$ cat src/rtl/riscv_mc_control.sv
// riscv_mc_control
//   Multicycle main controller for the RV32 subset core. It decodes
//   op/funct3/funct7b5 into alu_control, steps the shared datapath through a
//   Moore FSM and uses the ALU flags to resolve conditional branches.
//
// Ports
//   clk, rst_n            rising-edge clock, asynchronous active-low reset
//   op, funct3, funct7b5  instruction fields from IR (stable from DECODE on)
//   zero/negative/overflow_flag  ALU flags, used only in BRANCH
//   pc_write, adr_src, mem_write, ir_write, result_src,
//   alu_src_a, alu_src_b, alu_control, imm_src, reg_write
//                         datapath enables and mux selects
//   illegal_op            sticky illegal-encoding flag (trap build only)
//   state_o               current state encoding, for debug
//
// Parameters
//   TRAP_ON_ILLEGAL  1: illegal encoding -> HALT and illegal_op set
//                    0: illegal encoding is a NOP, back to FETCH
//
// Build option
//   MC_CTRL_BRANCH_EXT_EN  defined: bne/blt/bge are legal branches.
//                          undefined: only beq is legal.
module riscv_mc_control #(
  parameter int unsigned TRAP_ON_ILLEGAL = 1
) (
  input  logic       clk,
  input  logic       rst_n,
  input  logic [6:0] op,
  input  logic [2:0] funct3,
  input  logic       funct7b5,
  input  logic       zero_flag,
  input  logic       negative_flag,
  input  logic       overflow_flag,
  output logic       pc_write,
  output logic       adr_src,
  output logic       mem_write,
  output logic       ir_write,
  output logic [1:0] result_src,
  output logic [1:0] alu_src_a,
  output logic [1:0] alu_src_b,
  output logic [2:0] alu_control,
  output logic [1:0] imm_src,
  output logic       reg_write,
  output logic       illegal_op,
  output logic [3:0] state_o
);

  typedef enum logic [3:0] {
    S_FETCH    = 4'd0,
    S_DECODE   = 4'd1,
    S_MEMADR   = 4'd2,
    S_MEMREAD  = 4'd3,
    S_MEMWB    = 4'd4,
    S_MEMWRITE = 4'd5,
    S_EXECR    = 4'd6,
    S_EXECI    = 4'd7,
    S_ALUWB    = 4'd8,
    S_BRANCH   = 4'd9,
    S_JAL      = 4'd10,
    S_HALT     = 4'd11
  } state_t;

  localparam logic [6:0] OP_LOAD   = 7'b0000011;
  localparam logic [6:0] OP_STORE  = 7'b0100011;
  localparam logic [6:0] OP_R      = 7'b0110011;
  localparam logic [6:0] OP_I      = 7'b0010011;
  localparam logic [6:0] OP_BRANCH = 7'b1100011;
  localparam logic [6:0] OP_JAL    = 7'b1101111;

  localparam logic [2:0] ALU_ADD = 3'b000;
  localparam logic [2:0] ALU_SUB = 3'b001;
  localparam logic [2:0] ALU_AND = 3'b010;
  localparam logic [2:0] ALU_OR  = 3'b011;
  localparam logic [2:0] ALU_SLT = 3'b101;

  // Moore control word decoded from state
  typedef struct packed {
    logic       pc_write;
    logic       adr_src;
    logic       mem_write;
    logic       ir_write;
    logic [1:0] result_src;
    logic [1:0] alu_src_a;
    logic [1:0] alu_src_b;
    logic [2:0] alu_control;
    logic       reg_write;
  } ctrl_t;

  state_t state, state_nxt;
  ctrl_t  ctrl;
  logic   illegal_q;

  logic       alu_f3_ok;
  logic [2:0] alu_dec;
  logic       br_f3_ok;
  logic       br_taken;
  logic       dec_illegal;
  logic       lt;

  // ALU op for EXECR/EXECI; funct7b5 selects SUB only for R-type
  always_comb begin
    alu_f3_ok = 1'b1;
    alu_dec   = ALU_ADD;
    case (funct3)
      3'b000:  alu_dec = (op == OP_R && funct7b5) ? ALU_SUB : ALU_ADD;
      3'b010:  alu_dec = ALU_SLT;
      3'b110:  alu_dec = ALU_OR;
      3'b111:  alu_dec = ALU_AND;
      default: alu_f3_ok = 1'b0;
    endcase
  end

  // signed less-than from SUB flags
  assign lt = negative_flag ^ overflow_flag;

  always_comb begin
    br_f3_ok = 1'b0;
    br_taken = 1'b0;
    case (funct3)
      3'b000: begin br_f3_ok = 1'b1; br_taken = zero_flag;  end
`ifdef MC_CTRL_BRANCH_EXT_EN
      3'b001: begin br_f3_ok = 1'b1; br_taken = ~zero_flag; end
      3'b100: begin br_f3_ok = 1'b1; br_taken = lt;         end
      3'b101: begin br_f3_ok = 1'b1; br_taken = ~lt;        end
`endif
      default: ;
    endcase
  end

  always_comb begin
    case (op)
      OP_LOAD, OP_STORE, OP_JAL: dec_illegal = 1'b0;
      OP_R, OP_I:                dec_illegal = ~alu_f3_ok;
      OP_BRANCH:                 dec_illegal = ~br_f3_ok;
      default:                   dec_illegal = 1'b1;
    endcase
  end

  always_comb begin
    case (op)
      OP_STORE:  imm_src = 2'b01;
      OP_BRANCH: imm_src = 2'b10;
      OP_JAL:    imm_src = 2'b11;
      default:   imm_src = 2'b00;
    endcase
  end

  always_ff @(posedge clk or negedge rst_n) begin
    if (!rst_n) begin
      state     <= S_FETCH;
      illegal_q <= 1'b0;
    end else begin
      state <= state_nxt;
      if (state == S_DECODE && dec_illegal && TRAP_ON_ILLEGAL != 0)
        illegal_q <= 1'b1;
    end
  end

  always_comb begin
    state_nxt = state;
    ctrl      = '0;
    case (state)
      S_FETCH: begin
        ctrl.ir_write   = 1'b1;
        ctrl.alu_src_b  = 2'b10;
        ctrl.result_src = 2'b10;
        ctrl.pc_write   = 1'b1;
        state_nxt       = S_DECODE;
      end
      S_DECODE: begin
        // ALUOut <= oldPC + imm, the branch target
        ctrl.alu_src_a = 2'b01;
        ctrl.alu_src_b = 2'b01;
        if (dec_illegal)
          state_nxt = (TRAP_ON_ILLEGAL != 0) ? S_HALT : S_FETCH;
        else begin
          case (op)
            OP_LOAD, OP_STORE: state_nxt = S_MEMADR;
            OP_R:              state_nxt = S_EXECR;
            OP_I:              state_nxt = S_EXECI;
            OP_BRANCH:         state_nxt = S_BRANCH;
            default:           state_nxt = S_JAL;
          endcase
        end
      end
      S_MEMADR: begin
        ctrl.alu_src_a = 2'b10;
        ctrl.alu_src_b = 2'b01;
        state_nxt      = op[5] ? S_MEMWRITE : S_MEMREAD;
      end
      S_MEMREAD: begin
        ctrl.adr_src = 1'b1;
        state_nxt    = S_MEMWB;
      end
      S_MEMWB: begin
        ctrl.result_src = 2'b01;
        ctrl.reg_write  = 1'b1;
        state_nxt       = S_FETCH;
      end
      S_MEMWRITE: begin
        ctrl.adr_src   = 1'b1;
        ctrl.mem_write = 1'b1;
        state_nxt      = S_FETCH;
      end
      S_EXECR: begin
        ctrl.alu_src_a   = 2'b10;
        ctrl.alu_control = alu_dec;
        state_nxt        = S_ALUWB;
      end
      S_EXECI: begin
        ctrl.alu_src_a   = 2'b10;
        ctrl.alu_src_b   = 2'b01;
        ctrl.alu_control = alu_dec;
        state_nxt        = S_ALUWB;
      end
      S_ALUWB: begin
        ctrl.reg_write = 1'b1;
        state_nxt      = S_FETCH;
      end
      S_BRANCH: begin
        // rs1 - rs2 sets the flags; PC loads the target held in ALUOut
        ctrl.alu_src_a   = 2'b10;
        ctrl.alu_control = ALU_SUB;
        ctrl.pc_write    = br_taken;
        state_nxt        = S_FETCH;
      end
      S_JAL: begin
        // PC <= target from ALUOut while the ALU forms oldPC+4 for rd
        ctrl.alu_src_a  = 2'b01;
        ctrl.alu_src_b  = 2'b10;
        ctrl.pc_write   = 1'b1;
        state_nxt       = S_ALUWB;
      end
      S_HALT:  state_nxt = S_HALT;
      default: state_nxt = S_FETCH;
    endcase
  end

  // write enables are masked while reset is held: state is FETCH then,
  // which would otherwise assert pc_write/ir_write
  assign pc_write    = ctrl.pc_write  & rst_n;
  assign ir_write    = ctrl.ir_write  & rst_n;
  assign mem_write   = ctrl.mem_write & rst_n;
  assign reg_write   = ctrl.reg_write & rst_n;
  assign adr_src     = ctrl.adr_src;
  assign result_src  = ctrl.result_src;
  assign alu_src_a   = ctrl.alu_src_a;
  assign alu_src_b   = ctrl.alu_src_b;
  assign alu_control = ctrl.alu_control;
  assign illegal_op  = illegal_q;
  assign state_o     = state;

endmodule

$ cat config.mk
export PLATFORM = sky130hd
export DESIGN_NAME = riscv_mc_control
export DESIGN_NICKNAME = d
export VERILOG_FILES = /design/src/rtl/riscv_mc_control.sv
export SDC_FILE = /design/constraint.sdc
export NUM_CORES = 1
export LEC_CHECK = 0
export ABC_AREA = 1
export CAP_MARGIN = 25
export CORE_MARGIN = 3
export CORE_UTILIZATION = 38
export DETAILED_ROUTE_END_ITERATION = 8
export PLACE_DENSITY = 0.92
export SYNTH_ARGS = -nofsm -noshare
export SYNTH_HDL_FRONTEND = slang
export SYNTH_SLANG_ARGS = --single-unit
$ cat constraint.sdc
create_clock -name clk -period 3.2 [get_ports clk]
set_input_delay 0.48 -clock clk [delete_from_list [all_inputs] [get_ports clk]]
set_output_delay 0.48 -clock clk [all_outputs]
set_load 0.01 [all_outputs]
==> flow_results.org, run 1 <==
** Status
- Run status :: completed

** Die
- DIE WIDTH :: 45.05 um
- The total area inside the core boundary comes to 1366 um^2.
- Effective utilization at floorplan :: 42.40%
- For this design the top-level I/O count stands at 37.
- Area of the die :: 2029 um^2
- The floorplan step set the die height to 45.05 um.
- Count of standard-cell rows :: 13

** Synthesis
- Count of mapped cells out of synthesis :: 100
- Total of warnings raised by yosys :: 0
- When the netlist entered floorplanning its net count stood at 116.
- Counting distinct cell types in the post-synthesis netlist gives 20.
- In this run the cell area of the synthesized design comes to 579.3 um^2.
- Post-synthesis area per instance :: 5.793 um^2
- The synthesized design contains 5 register bits.
- Proportion of synthesized chip area in sequential cells :: 21.60%

** Worst setup path
- Critical Path End Type :: output pin
- Of all nets on the critical path, the largest fanout is 6.
- Data on the critical path arrives at its endpoint at 2190 ps.
- Reg2Reg Depth :: 5
- The setup check on the worst reg-to-reg path leaves a slack of 1980 ps.
- Origin of the critical flop-to-flop path :: state_o[3]
- Worst reg2reg path endpoint :: state_o[2]
- Data on the critical path is required at its endpoint by 2720 ps.
- The critical path is of the primary input to output pin type.
- The worst setup path is launched from a primary input.

** Finish
- Ratio of cells with drive above 1 in the final layout :: 13.77%
- Cells fill 70.60% of the core in the end.
- Registers take 125.1 um^2.
- Final non-filler cell total :: 153
- Final #Nets :: 155
- Synthesis-to-finish area growth :: 66.52%
- The repair_antennas step left the layout with diodes totalling 0.
- The library cell used most frequently in the layout, excluding fill and tap cells, is sky130_fd_sc_hd__clkdlybuf4s50_1.
- In the layout the commonest cells are sky130_fd_sc_hd__clkdlybuf4s50_1 (34), sky130_fd_sc_hd__nand2_1 (25), sky130_fd_sc_hd__inv_1 (19).
- In the final layout, the multi-input gates occupy 375.4 um^2.
- Filler cell count in the final layout :: 117

** Global route
- In the global route stage, overall resource usage came out at 18.28%.
- First-pass GRT wire length :: 2.787 mm
- Number of antenna violations at the first check in global routing :: 0
- Maximum number of pins on one net before global-route repair :: 9
- Gr ovfl total :: 0
- Number of global-route vias before repair :: 743

** Clocking
- The clock reaches the later pin of the worst-skew pair after 240 ps.
- TritonCTS clock tree :: built
- Total of hold buffers inserted after clock tree synthesis :: 0
- After clock tree synthesis, the setup repair step added 0 buffers.
- In this run the number of H-tree levels came out at 1.
- Counting along the longest clock path gives a buffer depth of 2.
- TritonCTS buffer count :: 3
- Clock root buffer :: sky130_fd_sc_hd__clkbuf_4
- Reg clk slew, reported paths :: 40 ps
- The clock drives 5 sinks.
- Number of gates resized after CTS :: 0

** STA
- Setup repair after global routing left no endpoint under its margin.
- At the pin with the least slew margin, the transition time is 256.8 ps.
- The smallest clock period supported by the final layout is computed as 2667 ps.
- For this run, the top clock speed supported by timing is 0.3749 GHz.
- Final setup violation count :: 0
- Final number of max-transition violations :: 0
- Across the routed clock network, the largest skew measured is 5.980 ps.
- Tightest slew margin relative to the limit :: 82.83%
- Final Hold Vio Count :: 0
- Final hold analysis gives a worst-case slack of 458.1 ps.
- Setup total negative slack on the finished layout was measured at 0 ps.
- Share of the cycle needed by the critical path after routing :: 83.35%

** Drt
- After detailed routing, the total wire length is 1.675 mm.
- The first routing iteration left 15 violations.
- Mean routed wirelength per cell :: 10.95 um
- Number of vias in the routed layout :: 764
- Count of unresolved DRC violations after routing :: 0
- After detailed routing, the number of vias per cell comes to 4.993.
- ANT nets after route :: 0
- The first detailed-routing pass ran for 4 iterations.

** Flow run
- Max-capacitance violation count :: 0

** Pwr
- Combinational logic burns 20.4% of the power.
- In this run, the clock network consumes 42.2% of the power.
- For this design the total switching power over the nets is 40.40 uW.
- Internal power contribution :: 129.2 uW
- Areal power density over the cells :: 175.8 nW/um^2
- Worst IR drop on VDD :: 0.2309 mV
- Flop pwr share :: 37.4%
- Summed over all cells, the static leakage comes to 0.4318 nW.
- Net switching is 23.82% of the power.

** Hold path
- Endpoint with the worst hold slack :: illegal_op
- The path class of the tightest hold or removal check is flip-flop to flip-flop.
- Counting instances, the worst hold path has a depth of 2.
- Hold Startpoint :: illegal_op

** Place
- Detailed placement finished with a half-perimeter wire length of 1.493 mm.
- Routability congestion estimate :: 0.8246
- Input/output buffers :: 34
- Post-placement cell count :: 149
## critical path, cell delays in order
cell and delay (ps):
sky130_fd_sc_hd__clkdlybuf4s50_1 450, sky130_fd_sc_hd__nand2_1 90, sky130_fd_sc_hd__nor2_4 170, sky130_fd_sc_hd__nand2_1 150, sky130_fd_sc_hd__o21ai_0 170, sky130_fd_sc_hd__nand2_1 70, sky130_fd_sc_hd__nand2_1 70, sky130_fd_sc_hd__clkdlybuf4s50_1 540
## cell type report
type                       instances  share of cell area, %
multi-input combinational         74                  38.91
timing repair buffer              34                  35.28
sequential                         5                  12.97
inverter                          21                  8.171
clock buffer                       4                  2.724
tap                               15                  1.946
## metrics by stage
stage | worst slack, ps | power (mW) | cell area [um^2]
after floorplan | 1610 | 0.07679 | 579.3
after global placement | 587.8 | 0.09752 | 938.4
after detailed placement | 526.7 | 0.09899 | 938.4
after CTS | 524.2 | 0.1714 | 964.7
after global routing | 374.3 | 0.1804 | 964.7
final | 532.7 | 0.1696 | 964.7
## cells by family (layout without fill, tap and decap cells)
logic type	Yosys count	after routing	share of synthesized area [%]
simple gates	61	61	51.19
buf+inv	21	59	13.61
compound gates	13	13	13.61
flops	5	5	21.60
## state kept, by name, indices dropped and copies added (netlist names)
name	count
state_o	4
illegal_op	1
## cell usage after synthesis, drive strengths merged
master / n / area share, %
a211oi: 1 / 1.3
a21oi: 3 / 2.6
dfrtp: 5 / 22
inv: 21 / 14
nand2: 29 / 21
nand3: 8 / 7.8
nand4: 1 / 1.1
nor2: 20 / 18
nor3: 2 / 2.6
o211ai: 2 / 2.6
o21ai: 5 / 5.0
o22ai: 2 / 2.2
or2: 1 / 1.1
## metal layers
layer	GRT usage, %	routed length [um]	vias up
met4	7.018	31	0
met3	3.586	105	4
li1	-	-	388
met1	19.56	636	338
met2	34.46	900	34
met5	0	0	-
## power groups by stage
stage / logic [mW] / clock network [mW] / registers (mW)
final: 0.0346 / 0.0715 / 0.0635
after CTS: 0.0347 / 0.0732 / 0.0635
after global routing: 0.0378 / 0.0793 / 0.0634
after detailed placement: 0.0346 / 0 / 0.0644
after global placement: 0.0331 / 0 / 0.0644
after floorplan: 0.0124 / 0 / 0.0644
## how the worst max path moves through the flow
stage / from / endpoint / slack, ps / depth (start not counted)
after floorplan: op[0] / imm_src[0] / 1610 / 4
after global placement: op[0] / alu_control[0] / 590 / 8
after detailed placement: op[0] / alu_control[0] / 530 / 8
after CTS: op[0] / alu_control[0] / 520 / 8
after global routing: op[0] / alu_control[0] / 370 / 8
final: op[0] / alu_control[0] / 530 / 8
No activity file was read; power rests on OpenSTA's default activity.
==> run 2, diff against run 1 <==
--- a/config.mk
+++ b/config.mk
@@ -8,9 +8,9 @@
 export ABC_AREA = 1
 export CAP_MARGIN = 25
 export CORE_MARGIN = 3
-export CORE_UTILIZATION = 38
+export CORE_UTILIZATION = 35
 export DETAILED_ROUTE_END_ITERATION = 8
-export PLACE_DENSITY = 0.92
+export PLACE_DENSITY = 0.87
 export SYNTH_ARGS = -nofsm -noshare
 export SYNTH_HDL_FRONTEND = slang
 export SYNTH_SLANG_ARGS = --single-unit
==> constraint.sdc (replaced) <==
create_clock -name clk -period 2.8 [get_ports clk]
set_input_delay 0.42 -clock clk [delete_from_list [all_inputs] [get_ports clk]]
set_output_delay 0.42 -clock clk [all_outputs]
set_load 0.01 [all_outputs]
==> flow_results.org, run 2 (synthesized netlist as in run 1, its figures left out) <==
** Worst setup path
- STA classifies the critical path startpoint as a primary input.
- The worst path arrival time came to 2090 ps (-100 ps).
- Worst reg2reg path endpoint :: state_o[2]
- The worst setup path is of the primary input to output pin kind.
- Flop-to-flop setup slack :: 1600 ps (-380 ps)
- The worst setup path is captured at an output pin.
- In this run the critical register-to-register path is launched from state_o[3].
- The biggest fanout along the worst timing path was 6 (unchanged).
- The required arrival time at the worst endpoint is 2380 ps (-340 ps).
- Origin of the worst setup path :: op[0]
- Following the worst setup path forward leads to its endpoint at alu_control[0].
- Reg2Reg Depth :: 5 (unchanged)

** Global route
- Gr ovfl total :: 0 (unchanged)
- Number of global-route vias before repair :: 652 (-12%)
- Number of antenna violations at the first check in global routing :: 0 (unchanged)
- The overall routing resource usage is 14.42% (-3.9 points).
- The maximum number of pins on one net before global-route repair was 9 (unchanged).
- The first-pass GRT wire length is 2.415 mm (-13%).

** STA
- Final number of max-transition violations :: 0 (unchanged)
- Share of the cycle needed by the critical path after routing :: 89.61%
- The final count of negative-setup-slack endpoints came to 0 (unchanged).
- Maximum operating frequency :: 0.3985 GHz
- Hold Worst Slack :: 414.0 ps (-44.12 ps)
- Setup TNS after final layout :: 0 ps (unchanged)
- Layout Skew :: 6.042 ps (+0.06252 ps)
- Period minus WS final :: 2509 ps
- Final Hold Vio Count :: 0 (unchanged)
- The slew at the pin with the worst max-slew slack is 259.0 ps (+2.187 ps).
- RSZ-0062 raised after global routing :: no
- Tightest slew margin relative to the limit :: 82.74% (-0.092 points)

** Pwr
- The peak supply drop came to 0.3234 mV (+40%).
- Areal power density over the cells :: 200.7 nW/um^2 (+14%)
- The leakage power summed over all cells came to 0.4318 nW (unchanged).

** Hold path
- Type of the most critical hold path :: primary input to asynchronous set/reset pin

** Clocking
- Reg clk slew, reported paths :: 50 ps (about the same)
- The clock sink count is 5 (unchanged).
- The number of hold buffers added after cts came to 0 (unchanged).
- The number of clock buffers inserted by TritonCTS was 3 (unchanged).
- Max clock buf depth :: 2 (unchanged)
- The H-tree depth came to 1 (unchanged).
- TritonCTS built the clock tree.
- Number of gates resized after CTS :: 0 (unchanged)
- The insertion delay to the later sink of the worst-skew pair was 240 ps (about the same).
- The total setup buffers inserted after CTS came to 0 (unchanged).
- The root buffer cell chosen for the clock tree is sky130_fd_sc_hd__clkbuf_4.

** Finish
- The area taken by multi-input logic gates was 375.4 um^2 (unchanged).
- Filler cell count in the final layout :: 146 (+25%)
- Core Util, Final :: 63.38% (-7.2 points)
- Diode count :: 0 (unchanged)
- The library cell used most frequently in the layout, excluding fill and tap cells, is sky130_fd_sc_hd__clkdlybuf4s50_1.
- In the layout the commonest cells are sky130_fd_sc_hd__clkdlybuf4s50_1 (34), sky130_fd_sc_hd__nand2_1 (25), sky130_fd_sc_hd__inv_1 (19).
- Compared with the post-synthesis result, the final layout area differs by 66.74%.
- Register Area :: 125.1 um^2 (unchanged)
- Final #Nets :: 155 (unchanged)
- The ratio of cells with drive above 1 in the final layout was 13.77% (unchanged).
- Final design instance area without fill :: 965.9 um^2 (+0.13%)
- Number of flip-flops in the largest register :: 4 (unchanged)

** Place
- The placer's final routability congestion estimate came to 0.8819 (+6.9%).
- Detailed placer's ending HPWL :: 1.356 mm (-9.2%)
- Post-place instance area :: 939.7 um^2 (+0.13%)
- The count of input and output buffers came to 34 (unchanged).

** Die
- Top-level I/O count :: 37 (unchanged)
- Area of the die :: 2179 um^2 (+7.4%)
- Core outline area :: 1524 um^2 (+12%)
- The die width was 46.69 um (+3.6%).
- Effective utilization at floorplan :: 38.01% (-4.4 points)
- Count of standard-cell rows :: 14 (+1)
- The height of the chip is 46.69 um (+3.6%).

** Flow run
- The max-cap check violation count is 0 (unchanged).

** Drt
- DR pass1 iterations :: 4 (unchanged)
- The number of design rule violations left after detail routing is 0 (unchanged).
- Mean routed wirelength per cell :: 10.01 um (-8.6%)
- The via count was 758 (-0.79%).
- The DRC marker count from the first detailed-route iteration came to 21 (+6).
- The number of vias per cell came to 4.922 (-1.4%).
- ANT nets after route :: 0 (unchanged)
- Detailed-route wire length :: 1.541 mm (-8.0%)

** Status
- The flow ran to the end, and the final reports show no timing, DRC or antenna violations.
## run 2: cell counts in the layout (fill, tap and decap cells not counted)
No cell type changed its count.
## run 2: report_power, final
part           internal [mW]  leakage, nW  switching, mW  total [mW]
sequential            0.0725       0.0490              0      0.0725
combinational         0.0214        0.368         0.0175      0.0388
clock                 0.0538       0.0150         0.0288      0.0826
total                  0.148        0.432         0.0462       0.194
## run 2: worst min path at each step
stage | startpoint | endpoint | cells past startpoint | slack, ps
floorplan | rst_n | illegal_op | 0 | 120
global placement | illegal_op | illegal_op | 2 | 450
detailed placement | illegal_op | illegal_op | 2 | 450
CTS | rst_n | state_o[3] | 1 | 430
global route | rst_n | state_o[3] | 1 | 440
finish | rst_n | state_o[3] | 1 | 410
## run 2: layout make-up
class / instances / area share, %
multi-input cells: 74 / 38.86
repair buffers: 34 / 35.23
flip-flops and latches: 5 / 12.95
inverters: 21 / 8.161
clock buffers: 4 / 2.720
well taps: 16 / 2.073
## run 2: critical path, cell delays in order
cell                              delay [ps]
sky130_fd_sc_hd__clkdlybuf4s50_1         450
sky130_fd_sc_hd__nand2_1                  90
sky130_fd_sc_hd__nor2_4                  170
sky130_fd_sc_hd__nand2_1                 140
sky130_fd_sc_hd__o21ai_0                 160
sky130_fd_sc_hd__nand2_1                  60
sky130_fd_sc_hd__nand2_1                  60
sky130_fd_sc_hd__clkdlybuf4s50_1         530
## run 2: per-stage QoR
stage / setup slack (ps) / std cells / power, mW
floorplan: 1285 / 100 / 0.08776
global placement: 296.2 / 150 / 0.1117
detailed placement: 272.6 / 150 / 0.1126
CTS: 265.5 / 154 / 0.1936
global route: 151.9 / 154 / 0.2031
finish: 290.8 / 154 / 0.1939
## run 2: layer usage
layer | up-vias | routed length, um | track usage (%)
li1 | 393 | - | -
met1 | 337 | 664 | 17.09
met2 | 28 | 789 | 28.30
met3 | 0 | 86 | 1.172
met4 | 0 | 0 | 1.657
met5 | - | 0 | 0
==> run 3, diff against run 2 <==
--- a/config.mk
+++ b/config.mk
@@ -8,9 +8,10 @@
 export ABC_AREA = 1
 export CAP_MARGIN = 25
 export CORE_MARGIN = 3
-export CORE_UTILIZATION = 35
+export CORE_UTILIZATION = 38
+export CTS_CLUSTER_SIZE = 30
 export DETAILED_ROUTE_END_ITERATION = 8
-export PLACE_DENSITY = 0.87
+export PLACE_DENSITY = 0.92
 export SYNTH_ARGS = -nofsm -noshare
 export SYNTH_HDL_FRONTEND = slang
 export SYNTH_SLANG_ARGS = --single-unit
==> constraint.sdc (replaced) <==
create_clock -name clk -period 3 [get_ports clk]
set_input_delay 0.45 -clock clk [delete_from_list [all_inputs] [get_ports clk]]
set_output_delay 0.45 -clock clk [all_outputs]
set_load 0.01 [all_outputs]
==> results of run 3 <==
The final DEF is identical to that of run 1. Status: completed.
Main changes from that run: setup slack after placement 526.7 ps -> 386.7 ps; clock-pin slew on the worst setup and hold paths 40 ps -> 50 ps; setup slack after layout 532.7 ps -> 392.7 ps; hold slack 458.1 ps -> 443.1 ps; register-to-register setup slack 1980 ps -> 1780 ps; total power 0.1696 mW -> 0.1809 mW; worst IR drop on VDD 0.2309 mV -> 0.2463 mV
